[src/rtl/gpio_pkg.sv]
// Shared definitions for the GPIO write arbiter: FSM encoding, write-source
// encoding and the field layout of the GPIO LED/counter_set register.
package gpio_pkg;

    localparam int DW_DEFAULT = 32;

    localparam int CNTSET_LSB = 0;
    localparam int LED_LSB    = 2;
    localparam int GPIOF0_LSB = 10;

    typedef enum logic [1:0] {
        ST_IDLE = 2'd0,
        ST_WR   = 2'd1,
        ST_GAP  = 2'd2
    } state_e;

    typedef enum logic {
        SRC_CPU = 1'b0,
        SRC_SEQ = 1'b1
    } src_e;

endpackage

[src/rtl/rr_arb2.sv]
// Two-requester round-robin pick: combinational grant plus a registered
// last-winner flag that hands priority to whoever was not served last.
module rr_arb2
    import gpio_pkg::*;
(
    input  logic clk,
    input  logic rst_n,
    input  logic en,
    input  logic req_cpu,
    input  logic req_seq,
    output logic gnt_cpu,
    output logic gnt_seq
);

    src_e last_q, last_d;

    always_comb begin
        gnt_cpu = 1'b0;
        gnt_seq = 1'b0;
        last_d  = last_q;
        if (en) begin
            if (req_cpu && (!req_seq || last_q == SRC_SEQ)) begin
                gnt_cpu = 1'b1;
            end else if (req_seq) begin
                gnt_seq = 1'b1;
            end
        end
        if (gnt_cpu) begin
            last_d = SRC_CPU;
        end else if (gnt_seq) begin
            last_d = SRC_SEQ;
        end
    end

    // Reset to "seq served last" so the CPU wins the first contest.
    always_ff @(posedge clk or negedge rst_n) begin
        if (!rst_n) begin
            last_q <= SRC_SEQ;
        end else begin
            last_q <= last_d;
        end
    end

endmodule

[src/rtl/gpio_wr_arbiter.sv]
// Arbitrates CPU and pattern-sequencer writes onto the GPIO register with a
// forced idle gap; GPIO_ARB_SHADOW_EN adds shadow_q/wr_src readback ports.
module gpio_wr_arbiter
    import gpio_pkg::*;
#(
    parameter int DW  = DW_DEFAULT,
    parameter int GAP = 1
) (
    input  logic          clk,
    input  logic          rst_n,
    input  logic          cpu_req,
    input  logic [DW-1:0] cpu_data,
    input  logic          seq_req,
    input  logic [DW-1:0] seq_data,
    output logic          cpu_gnt,
    output logic          seq_gnt,
    output logic          gpio_we,
    output logic [DW-1:0] gpio_wdata,
    output logic          busy
`ifdef GPIO_ARB_SHADOW_EN
    ,
    output logic [DW-1:0] shadow_q,
    output logic          wr_src
`endif
);

    localparam logic [3:0] GAP_LOAD = 4'((GAP > 0) ? GAP - 1 : 0);

    state_e        state_q, state_d;
    logic [3:0]    gap_cnt_q, gap_cnt_d;
    logic          gpio_we_q, gpio_we_d;
    logic [DW-1:0] gpio_wdata_q, gpio_wdata_d;
    logic          arb_en;

    assign arb_en = (state_q == ST_IDLE);

    rr_arb2 u_rr_arb2 (
        .clk     (clk),
        .rst_n   (rst_n),
        .en      (arb_en),
        .req_cpu (cpu_req),
        .req_seq (seq_req),
        .gnt_cpu (cpu_gnt),
        .gnt_seq (seq_gnt)
    );

    // The write word is captured straight into the output register at the
    // grant edge, so it is on gpio_wdata during WR and held afterwards.
    always_comb begin
        state_d      = state_q;
        gap_cnt_d    = gap_cnt_q;
        gpio_we_d    = 1'b0;
        gpio_wdata_d = gpio_wdata_q;
        case (state_q)
            ST_IDLE: begin
                if (cpu_gnt || seq_gnt) begin
                    state_d      = ST_WR;
                    gpio_we_d    = 1'b1;
                    gpio_wdata_d = seq_gnt ? seq_data : cpu_data;
                end
            end
            ST_WR: begin
                if (GAP > 0) begin
                    state_d   = ST_GAP;
                    gap_cnt_d = GAP_LOAD;
                end else begin
                    state_d = ST_IDLE;
                end
            end
            ST_GAP: begin
                if (gap_cnt_q == 4'd0) begin
                    state_d = ST_IDLE;
                end else begin
                    gap_cnt_d = gap_cnt_q - 4'd1;
                end
            end
            default: state_d = ST_IDLE;
        endcase
    end

    always_ff @(posedge clk or negedge rst_n) begin
        if (!rst_n) begin
            state_q      <= ST_IDLE;
            gap_cnt_q    <= 4'd0;
            gpio_we_q    <= 1'b0;
            gpio_wdata_q <= '0;
        end else begin
            state_q      <= state_d;
            gap_cnt_q    <= gap_cnt_d;
            gpio_we_q    <= gpio_we_d;
            gpio_wdata_q <= gpio_wdata_d;
        end
    end

    assign gpio_we    = gpio_we_q;
    assign gpio_wdata = gpio_wdata_q;
    assign busy       = (state_q != ST_IDLE);

`ifdef GPIO_ARB_SHADOW_EN
    src_e          src_q, src_d;
    src_e          wr_src_q, wr_src_d;
    logic [DW-1:0] shadow_d;

    // Shadow copies are committed during the strobe cycle, so an aborted
    // write never reaches them.
    always_comb begin
        src_d    = src_q;
        wr_src_d = wr_src_q;
        shadow_d = shadow_q;
        if (cpu_gnt || seq_gnt) begin
            src_d = seq_gnt ? SRC_SEQ : SRC_CPU;
        end
        if (gpio_we_q) begin
            shadow_d = gpio_wdata_q;
            wr_src_d = src_q;
        end
    end

    always_ff @(posedge clk or negedge rst_n) begin
        if (!rst_n) begin
            src_q    <= SRC_CPU;
            wr_src_q <= SRC_CPU;
            shadow_q <= '0;
        end else begin
            src_q    <= src_d;
            wr_src_q <= wr_src_d;
            shadow_q <= shadow_d;
        end
    end

    assign wr_src = (wr_src_q == SRC_SEQ);
`endif

endmodule

[config.mk]
export PLATFORM = sky130hd
export DESIGN_NAME = gpio_wr_arbiter
export DESIGN_NICKNAME = d
export VERILOG_FILES = /design/src/rtl/gpio_pkg.sv /design/src/rtl/rr_arb2.sv /design/src/rtl/gpio_wr_arbiter.sv
export SDC_FILE = /design/constraint.sdc
export NUM_CORES = 1
export LEC_CHECK = 0
export ABC_AREA = 1
export BUFFER_PORTS_ARGS = -buffer_cell sky130_fd_sc_hd__buf_2
export CORE_ASPECT_RATIO = 1.2
export CORE_MARGIN = 4
export CORE_UTILIZATION = 46
export DETAILED_ROUTE_END_ITERATION = 10
export PLACE_DENSITY = 0.76
export SLEW_MARGIN = 20
export SYNTH_ARGS = -nofsm -noshare
export SYNTH_HDL_FRONTEND = slang
export SYNTH_SLANG_ARGS = --single-unit
export TNS_END_PERCENT = 20
[constraint.sdc]
create_clock -name clk -period 1.7 [get_ports clk]
set_clock_uncertainty 0.2 [all_clocks]
set_input_delay 0.255 -clock clk [delete_from_list [all_inputs] [get_ports clk]]
set_output_delay 0.255 -clock clk [all_outputs]
set_load 0.02 [all_outputs]
# Yosys cells after proc, flatten, opt, wreduce, memory -nomap -nowiden
# Index checks and enable logic that the tools add are counted.
# totals
regBits	40
inputBits	68
out_inout_bits	36
wordCells	38
# op_classes
addsub	1
n_eq_ne	5
n_mux	15
n_reduce_logical	12
# op_table
operator	count
32-bit two-way mux	1
1-bit two-way mux	9
4-bit case mux with 2 select lines	1
2-bit case mux with 3 select lines	1
2-bit AND reduction	3
2-bit nonzero test	3
4-bit logical NOT	1
2-bit two-way mux	2
4-bit two-way mux	1
2-bit inequality test (second input constant)	2
4-bit by 1-bit subtractor with 4-bit output (second input constant)	1
2-bit by 1-bit == test with 1-bit output (second input constant)	1
2-bit == test (second input constant)	1
2-bit logical NOT	1
1-bit logical OR	2
2-bit by 1-bit inequality test with 1-bit output (second input constant)	1
1-bit logical AND	1
1-bit logical NOT	1

# Longest topological paths before layout
# Gate-level depths: netlist of run 1.
# logic_depth
word_depth	8
depth_mapped	8
ltp_nobuf	7

# Hierarchy
# A second synthesis of run 1 with hierarchy kept.
# unflattened
hier_cells	260
area_unflattened_um2	2114.5
# by_module_without_submodules
module	instances	cells_per_inst	area_per_inst_um2	seq_area_each_um2
gpio_wr_arbiter	1	250	2044.5	975.9
rr_arb2	1	10	70.1	26.3

# Worst setup path before layout of run 1
# OpenSTA, ideal clock, no wires.
# synth_path
path_kind	register to register
startpoint	register u_rr_arb2.last_q
endpoint	register gpio_wdata_q[15], in the netlist gpio_wdata[15]
setup_time_ns	0.118
t_arrival_ns	1.176
slack_ns	0.207
stages_incl_launch_ff	7
n_path_buf	1
period_less_slack_ns	1.493
cell_sequence	dfstp_2 a21oi_2 nand2_1 clkbuf_1 nand2_1 nand3_1 nand2_1
# synth_via
elab_chain_cells	6
word_cells_on_any_way	9
# synth_lines
element	line	rtl
start, declared	rr_arb2.sv:15	src_e last_q, last_d;
start signal, assigned	rr_arb2.sv:40	last_q <= last_d;
1-bit logical OR (*)	rr_arb2.sv:22	if (req_cpu && (!req_seq || last_q == SRC_SEQ)) begin
1-bit logical AND (*)	rr_arb2.sv:22	
1-bit two-way mux	rr_arb2.sv:22	
1-bit two-way mux	rr_arb2.sv:21	if (en) begin
1-bit logical OR	gpio_wr_arbiter.sv:56	if (cpu_gnt || seq_gnt) begin
2-bit AND reduction (no line)	n/a	
end signal, assigned	gpio_wr_arbiter.sv:91	gpio_wdata_q <= gpio_wdata_d;
end, declared	gpio_wr_arbiter.sv:32	logic [DW-1:0] gpio_wdata_q, gpio_wdata_d;
# Mark *: on every way between the ends. The rest lies on a longest branch, timed or not.
# A chain may end at the register's enable or synchronous reset.

# Worst setup path in the final report of run 1
# layout_path
startpoint	register state_q[0]
endpoint	output cpu_gnt
# layout_via
elab_chain_cells	2
# layout_lines
element	line	rtl
start, declared	gpio_wr_arbiter.sv:29	state_e state_q, state_d;
start signal, assigned	gpio_wr_arbiter.sv:88	state_q <= state_d;
2-bit logical NOT	gpio_wr_arbiter.sv:35	assign arb_en = (state_q == ST_IDLE);
1-bit two-way mux	rr_arb2.sv:21	
end, declared	gpio_wr_arbiter.sv:15	output logic cpu_gnt,
# Every way passes these cells.

==> metrics, run 1 <==
CP delay by family, top flip-flops; measured slew at the worst slew-check pin 0.414 ns; number of global-route vias before repair 2073; Layout Utilization 64.4%; max incr delay on CP 0.41 ns; Final WS setup 0.00776 ns; total global routing overflow 0; post-DR vias/cell 4.53; fraction of layout instances using a drive strength above 1 31.6%; CP Launch Type register; Fillers 443; die height 83.7 µm; area of the mapped netlist 0.00220 mm²; Layout Area Growth over Synthesis 34.7%; mux cell area share after synthesis 0%; Worst-Skew Late Latency 0.29 ns; Sink Count 40; CTS tree done; DRT iter0 DRCs 29; leakage power 1.92 nW; worst setup path category register to primary output; Slew headroom 72.4%; Post-Synthesis Cells 320; RePlAce Congestion 0.803; max-slew violations 0; endpoints failing setup 0; drt drc 0; Detail Route met2 WL 2870 µm; total vias in the final route 2216; unrepaired setup endpoints after global routing true; ys async rst share 100%; Worst Path Arrival 1.24 ns; die area 0.00595 mm²; period utilization 99.5%; Longest Clk Path Bufs 2; Yosys cell types 19; antenna violations before repair 0; R2R Setup Slk 0.09 ns; syn_area_per_cell 6.86 µm²; Buf+Inv Stages, Crit Path 2; count leader, synth nand2_1; Routed WL 5540 µm; Crit-path slowest cell dfrtp_1; Synth Area in Compound Gates 1.54%; hpwl dp 4230 µm; pwr dens 1680 mW/mm²; Yosys top cell by area dfrtp_1; Primary FF master, synth dfrtp_1; FMAX 591 MHz; largest net degree at the start of global routing 33; adder-cell share of the synthesized area 0.570%; synth cell count leaders 107 x nand2_1, 76 x inv_1, 68 x nand3_1; minimum clock period 1.69 ns; number of synthesized register bits 40; nets 499; clk slew on worst S/H paths 0.08 ns; Post-synth EDFFs 0; wl on met1 2240 µm; ANT nets after route 0; DRT Pass-1 Iters 4; CP max FO 5; Post-Synth XOR/XNOR Area 0.399%; Max Cap Viol 0; Hold Vio Cnt, Final 0; maximum VDD drop 0.000844 V; CTS root buf clkbuf_8; Worst setup EP type primary output; Worst Path Required 1.24 ns; main combinational cell family by area after synthesis simple AND/OR/NAND/NOR gates; Synth area leaders dfrtp_1 44%, nand2_1 18%, nand3_1 15%; synthesized-area fraction occupied by and/or/nand/nor cells 35.5%; Seq/Total Area, Yosys 45.6%; DR WL/cell 11.3 µm; core area 0.00459 mm²; Initial Utilization 47.8%; Total GRT Usage 19.2%; number of antenna cells inserted 0; H-tree levels 2; die width 71.1 µm; Port Buf Inserts 103; I/O pins 104; met3 routed WL 379 µm; Synth top area share 44.4%; critical-path cell list nor2_4 > nand3_2 > inv_2 > buf_6; CTS Buf Count 5; warning count from the yosys run 0; Synthesized Nets 389; dpl ws 0.127 ns; max layer used met4; status finished, final reports clean; first-pass GRT wire length 9400 µm; site row count 27; HP Class input port to register
==> final timing paths <==
| path | start | endpoint | cells past startpoint |
|---|---|---|---|
| min reg2reg | gpio_wdata[24] | gpio_wdata[24] | 2 |
| min in group asynchronous | rst_n | gpio_wdata[24] | 2 |
| max reg2reg | state_q[0] | gpio_wdata[22] | 7 |
| max | state_q[0] | cpu_gnt | 4 |
| max in group asynchronous | rst_n | gpio_wdata[8] | 3 |
| min | cpu_data[27] | gpio_wdata[27] | 5 |
==> power by group <==
group	internal [mW]	leakage [nW]	total, mW	switching [mW]
clock network	0.324	0.0510	0.644	0.320
registers	1.40	0.493	1.66	0.260
logic	0.941	1.37	2.66	1.72
==> cell type report <==
class / instances / area (µm²) / share of cell area, %
sequential: 40 / 1000 / 33.9
multi-input combinational: 188 / 840 / 28.4
timing repair buffer: 118 / 659 / 22.3
inverter: 77 / 292 / 9.86
clock buffer: 6 / 82.6 / 2.79
tap: 58 / 72.6 / 2.45
clock inverter: 2 / 10.0 / 0.338
==> logic make-up after synthesis <==
family          after synthesis
fa+ha+maj                     1
xor+xnor                      1
flops                        40
simple gates                180
compound gates                6
buf+inv                      92
==> stage by stage <==
| step | power (mW) | setup TNS [ns] | hold slack (ns) | instances | area [µm²] |
|---|---|---|---|---|---|
| floorplan | 3.32 | 0 | -0.241 | 320 | 2200 |
| global placement | 4.16 | 0 | 0.00630 | 476 | 2800 |
| detailed placement | 4.22 | 0 | 0.0104 | 476 | 2800 |
| CTS | 4.98 | -0.0161 | 0.0503 | 489 | 2950 |
| global route | 5.38 | -0.0896 | 0.0626 | 489 | 2960 |
| finish | 4.96 | 0 | 0.0576 | 489 | 2960 |
==> worst register-to-register path, stage by stage, from the launching register on <==
cell and delay [ns]:
dfrtp_1 0.41, nor2_4 0.20, buf_4 0.14, nand2_1 0.06, nand2_2 0.11, buf_4 0.23
nand3_1 0.12, nand2_1 0.07
==> sequential cells by signal, indices dropped and copies added (netlist names) <==
name	cells
gap_cnt_q	4
state_q	2
gpio_we	1
u_rr_arb2.last_q	1
gpio_wdata	32
==> layout by cell type (no fill, tap or decap) <==
master         instances
nand3_2                1
nand4_1                1
a21oi_2                1
buf_6                  3
inv_4                  1
nand2_1              105
nand3_1               68
clkinv_2               2
buf_2                101
dfrtp_1               39
nor2_4                 1
ha_1                   1
dfstp_2                1
inv_1                 73
inv_2                  3
a21oi_1                1
o21ai_0                4
nand2_2                3
buf_4                 12
xnor2_1                1
clkbuf_8               6
buf_12                 1
dlygate4sd3_1          1
nor2_1                 1
==> repair_timing <==
item,CTS,global route
hold buffers,1,0
setup endpoints to repair,3,33
gates resized for setup,4,8
endpoints found under the hold margin,14,0
setup buffers,4,0
pin swaps,1,0
==> per-layer routing <==
metal,track usage [%],up-vias
met5,0,-
met2,34.0,69
met3,3.86,5
met4,4.10,0
met1,24.0,968
li1,-,1174
Note: power is estimated with default switching activity, not from simulation.
==> inputs of run 2 (changes only) <==
--- a/config.mk
+++ b/config.mk
@@ -12,6 +12,7 @@
 export CORE_UTILIZATION = 46
 export DETAILED_ROUTE_END_ITERATION = 10
 export PLACE_DENSITY = 0.76
+export REMOVE_ABC_BUFFERS = 1
 export SLEW_MARGIN = 20
 export SYNTH_ARGS = -nofsm -noshare
 export SYNTH_HDL_FRONTEND = slang
==> run 2 against run 1 <==
Effect of this change:
- via count grew 1.4%
- sequential power is essentially flat
- total power shrank 1.1%
- worst hold slack lost 0.0062 ns
- global-route usage grew 0.93 points
- design area shrank 0.55%
- clock-buffer cell count grew 1
- critical path type unchanged
- highest routed layer unchanged
- die area is the same
- register-to-register slack is essentially flat
- largest power group unchanged
- clock power shrank 8.4%
- core utilization shrank 0.35 points
==> metrics, run 2 (same netlist as run 1, synthesis figures left out) <==
Total GRT Usage 20.2% (was 19.2%); CTS Buf Count 5 (unchanged); Fillers 424 (was 443); die width 71.1 µm (unchanged); die height 83.7 µm (unchanged); CP Launch Type register (unchanged); Port Buf Inserts 103 (unchanged); site row count 27 (unchanged); clk slew on worst S/H paths 0.07 ns (was 0.08 ns); ANT nets after route 0 (unchanged); Final Power 4.91 mW (was 4.96 mW); critical-path cell list inv_1 > nand2_1 > nand3_2 > inv_2 > buf_6 (was nor2_4 > nand3_2 > inv_2 > buf_6); fraction of layout instances using a drive strength above 1 30.4% (was 31.6%); Non-Filler Instances 489 (unchanged); first-pass GRT wire length 9720 µm (was 9400 µm); Hold Vio Cnt, Final 0 (unchanged); DR WL/cell 11.6 µm (was 11.3 µm); HP Class input port to register (unchanged); H-tree levels 2 (unchanged); Longest Clk Path Bufs 2 (unchanged); post-DR vias/cell 4.59 (was 4.53); total vias in the final route 2246 (was 2216); I/O pins 104 (unchanged); number of antenna cells inserted 0 (unchanged); Worst setup EP type primary output (unchanged); DRT iter0 DRCs 139 (was 29); maximum VDD drop 0.000802 V (was 0.000844 V); unrepaired setup endpoints after global routing true (unchanged); Layout Area Growth over Synthesis 34.0% (was 34.7%); Worst Path Arrival 1.24 ns (about the same); CTS root buf clkbuf_8 (unchanged); nets 499 (unchanged); worst setup path category register to primary output (unchanged); Routed WL 5670 µm (was 5540 µm); Worst-Skew Late Latency 0.29 ns (about the same); largest net degree at the start of global routing 41 (was 33); hold_ws 0.0514 ns (was 0.0576 ns); RePlAce Congestion 0.823 (was 0.803); most frequent cells in the layout 107 x nand2_1, 101 x buf_2, 74 x inv_1, 68 x nand3_1, 39 x dfrtp_1 (was 105 x nand2_1, 101 x buf_2, 73 x inv_1, 68 x nand3_1, 39 x dfrtp_1); Worst Path Required 1.24 ns (about the same); antenna violations before repair 0 (unchanged); hpwl dp 4180 µm (was 4230 µm); leakage power 1.91 nW (was 1.92 nW); DRT Pass-1 Iters 4 (unchanged); number of global-route vias before repair 2174 (was 2073); commonest non-fill, non-tap cell in the layout nand2_1 (unchanged); max incr delay on CP 0.55 ns (was 0.41 ns); Max Cap Viol 0 (unchanged); FMAX 591 MHz (about the same); pwr dens 1670 mW/mm² (was 1680 mW/mm²); period utilization 99.6% (was 99.5%); Slew headroom 78.9% (was 72.4%); minimum clock period 1.69 ns (about the same); drt drc 0 (unchanged); CP max FO 4 (was 5); max reg flops 32 (unchanged); Sink Count 40 (unchanged); status finished, final reports clean (unchanged); Crit-path slowest cell dfstp_2 (was dfrtp_1); cell count after placement 475 (was 476); core area 0.00459 mm² (unchanged); CTS tree done (unchanged); endpoints failing setup 0 (unchanged); total global routing overflow 0 (unchanged); Initial Utilization 47.8% (unchanged); max-slew violations 0 (unchanged); die area 0.00595 mm² (unchanged); measured slew at the worst slew-check pin 0.317 ns (was 0.414 ns)
==> run 2: final timing paths <==
| check | startpoint | end | slack (ns) | depth (start not counted) |
|---|---|---|---|---|
| max in group asynchronous | rst_n | u_rr_arb2.last_q | 0.79 | 3 |
| min reg2reg | gpio_wdata[21] | gpio_wdata[21] | 0.28 | 2 |
| max | u_rr_arb2.last_q | cpu_gnt | 0.007 | 5 |
| max reg2reg | state_q[1] | gpio_wdata[3] | 0.09 | 7 |
| min in group asynchronous | rst_n | gpio_wdata[9] | 0.25 | 3 |
| min | cpu_data[22] | gpio_wdata[22] | 0.05 | 5 |
==> run 2: metrics by stage <==
stage               worst slack (ns)  utilization, %  setup TNS (ns)  area, µm²
floorplan                     -0.913               -          -23.21       2130
global placement               0.179            60.8               0       2790
detailed placement             0.118            60.8               0       2790
CTS                          0.00325            63.6               0       2920
global route                 -0.0515            64.0          -0.108       2940
finish                       0.00721            64.0               0       2940
==> run 2: critical path, delay by kind of cell (launching register included) <==
family	cells	cell delay, ns
simple gates	2	0.17
flops	1	0.55
buf+inv	3	0.23
==> run 2: routing by layer <==
layer,GRT usage (%),up-vias,part of all wire (%)
li1,-,1172,-
met2,34.9,83,50
met1,24.6,982,41
met3,3.98,9,7.3
met5,0,-,0
met4,7.18,0,1.7
==> run 2: what timing repair did <==
item                                   4_1_cts  5_1_grt
endpoints found under the hold margin       40        0
pin swaps                                    1        2
hold buffers                                 1        0
setup endpoints to repair                    2       25
buffers inserted                             4        2
resized for setup                            4        4
==> run 2: area by class of cell <==
class / instances / area, µm² / area share, %
sequential: 40 / 1000 / 34.1
multi-input combinational: 188 / 835 / 28.4
timing repair buffer: 118 / 659 / 22.4
inverter: 77 / 292 / 9.91
clock buffer: 7 / 76.3 / 2.59
tap: 58 / 72.6 / 2.47
clock inverter: 1 / 5.00 / 0.170
==> run 2: power breakdown <==
part           total, mW  switching, mW  internal, mW
combinational       2.66           1.74         0.927
clock              0.590          0.303         0.287
sequential          1.65          0.255          1.40
total               4.91           2.29          2.61
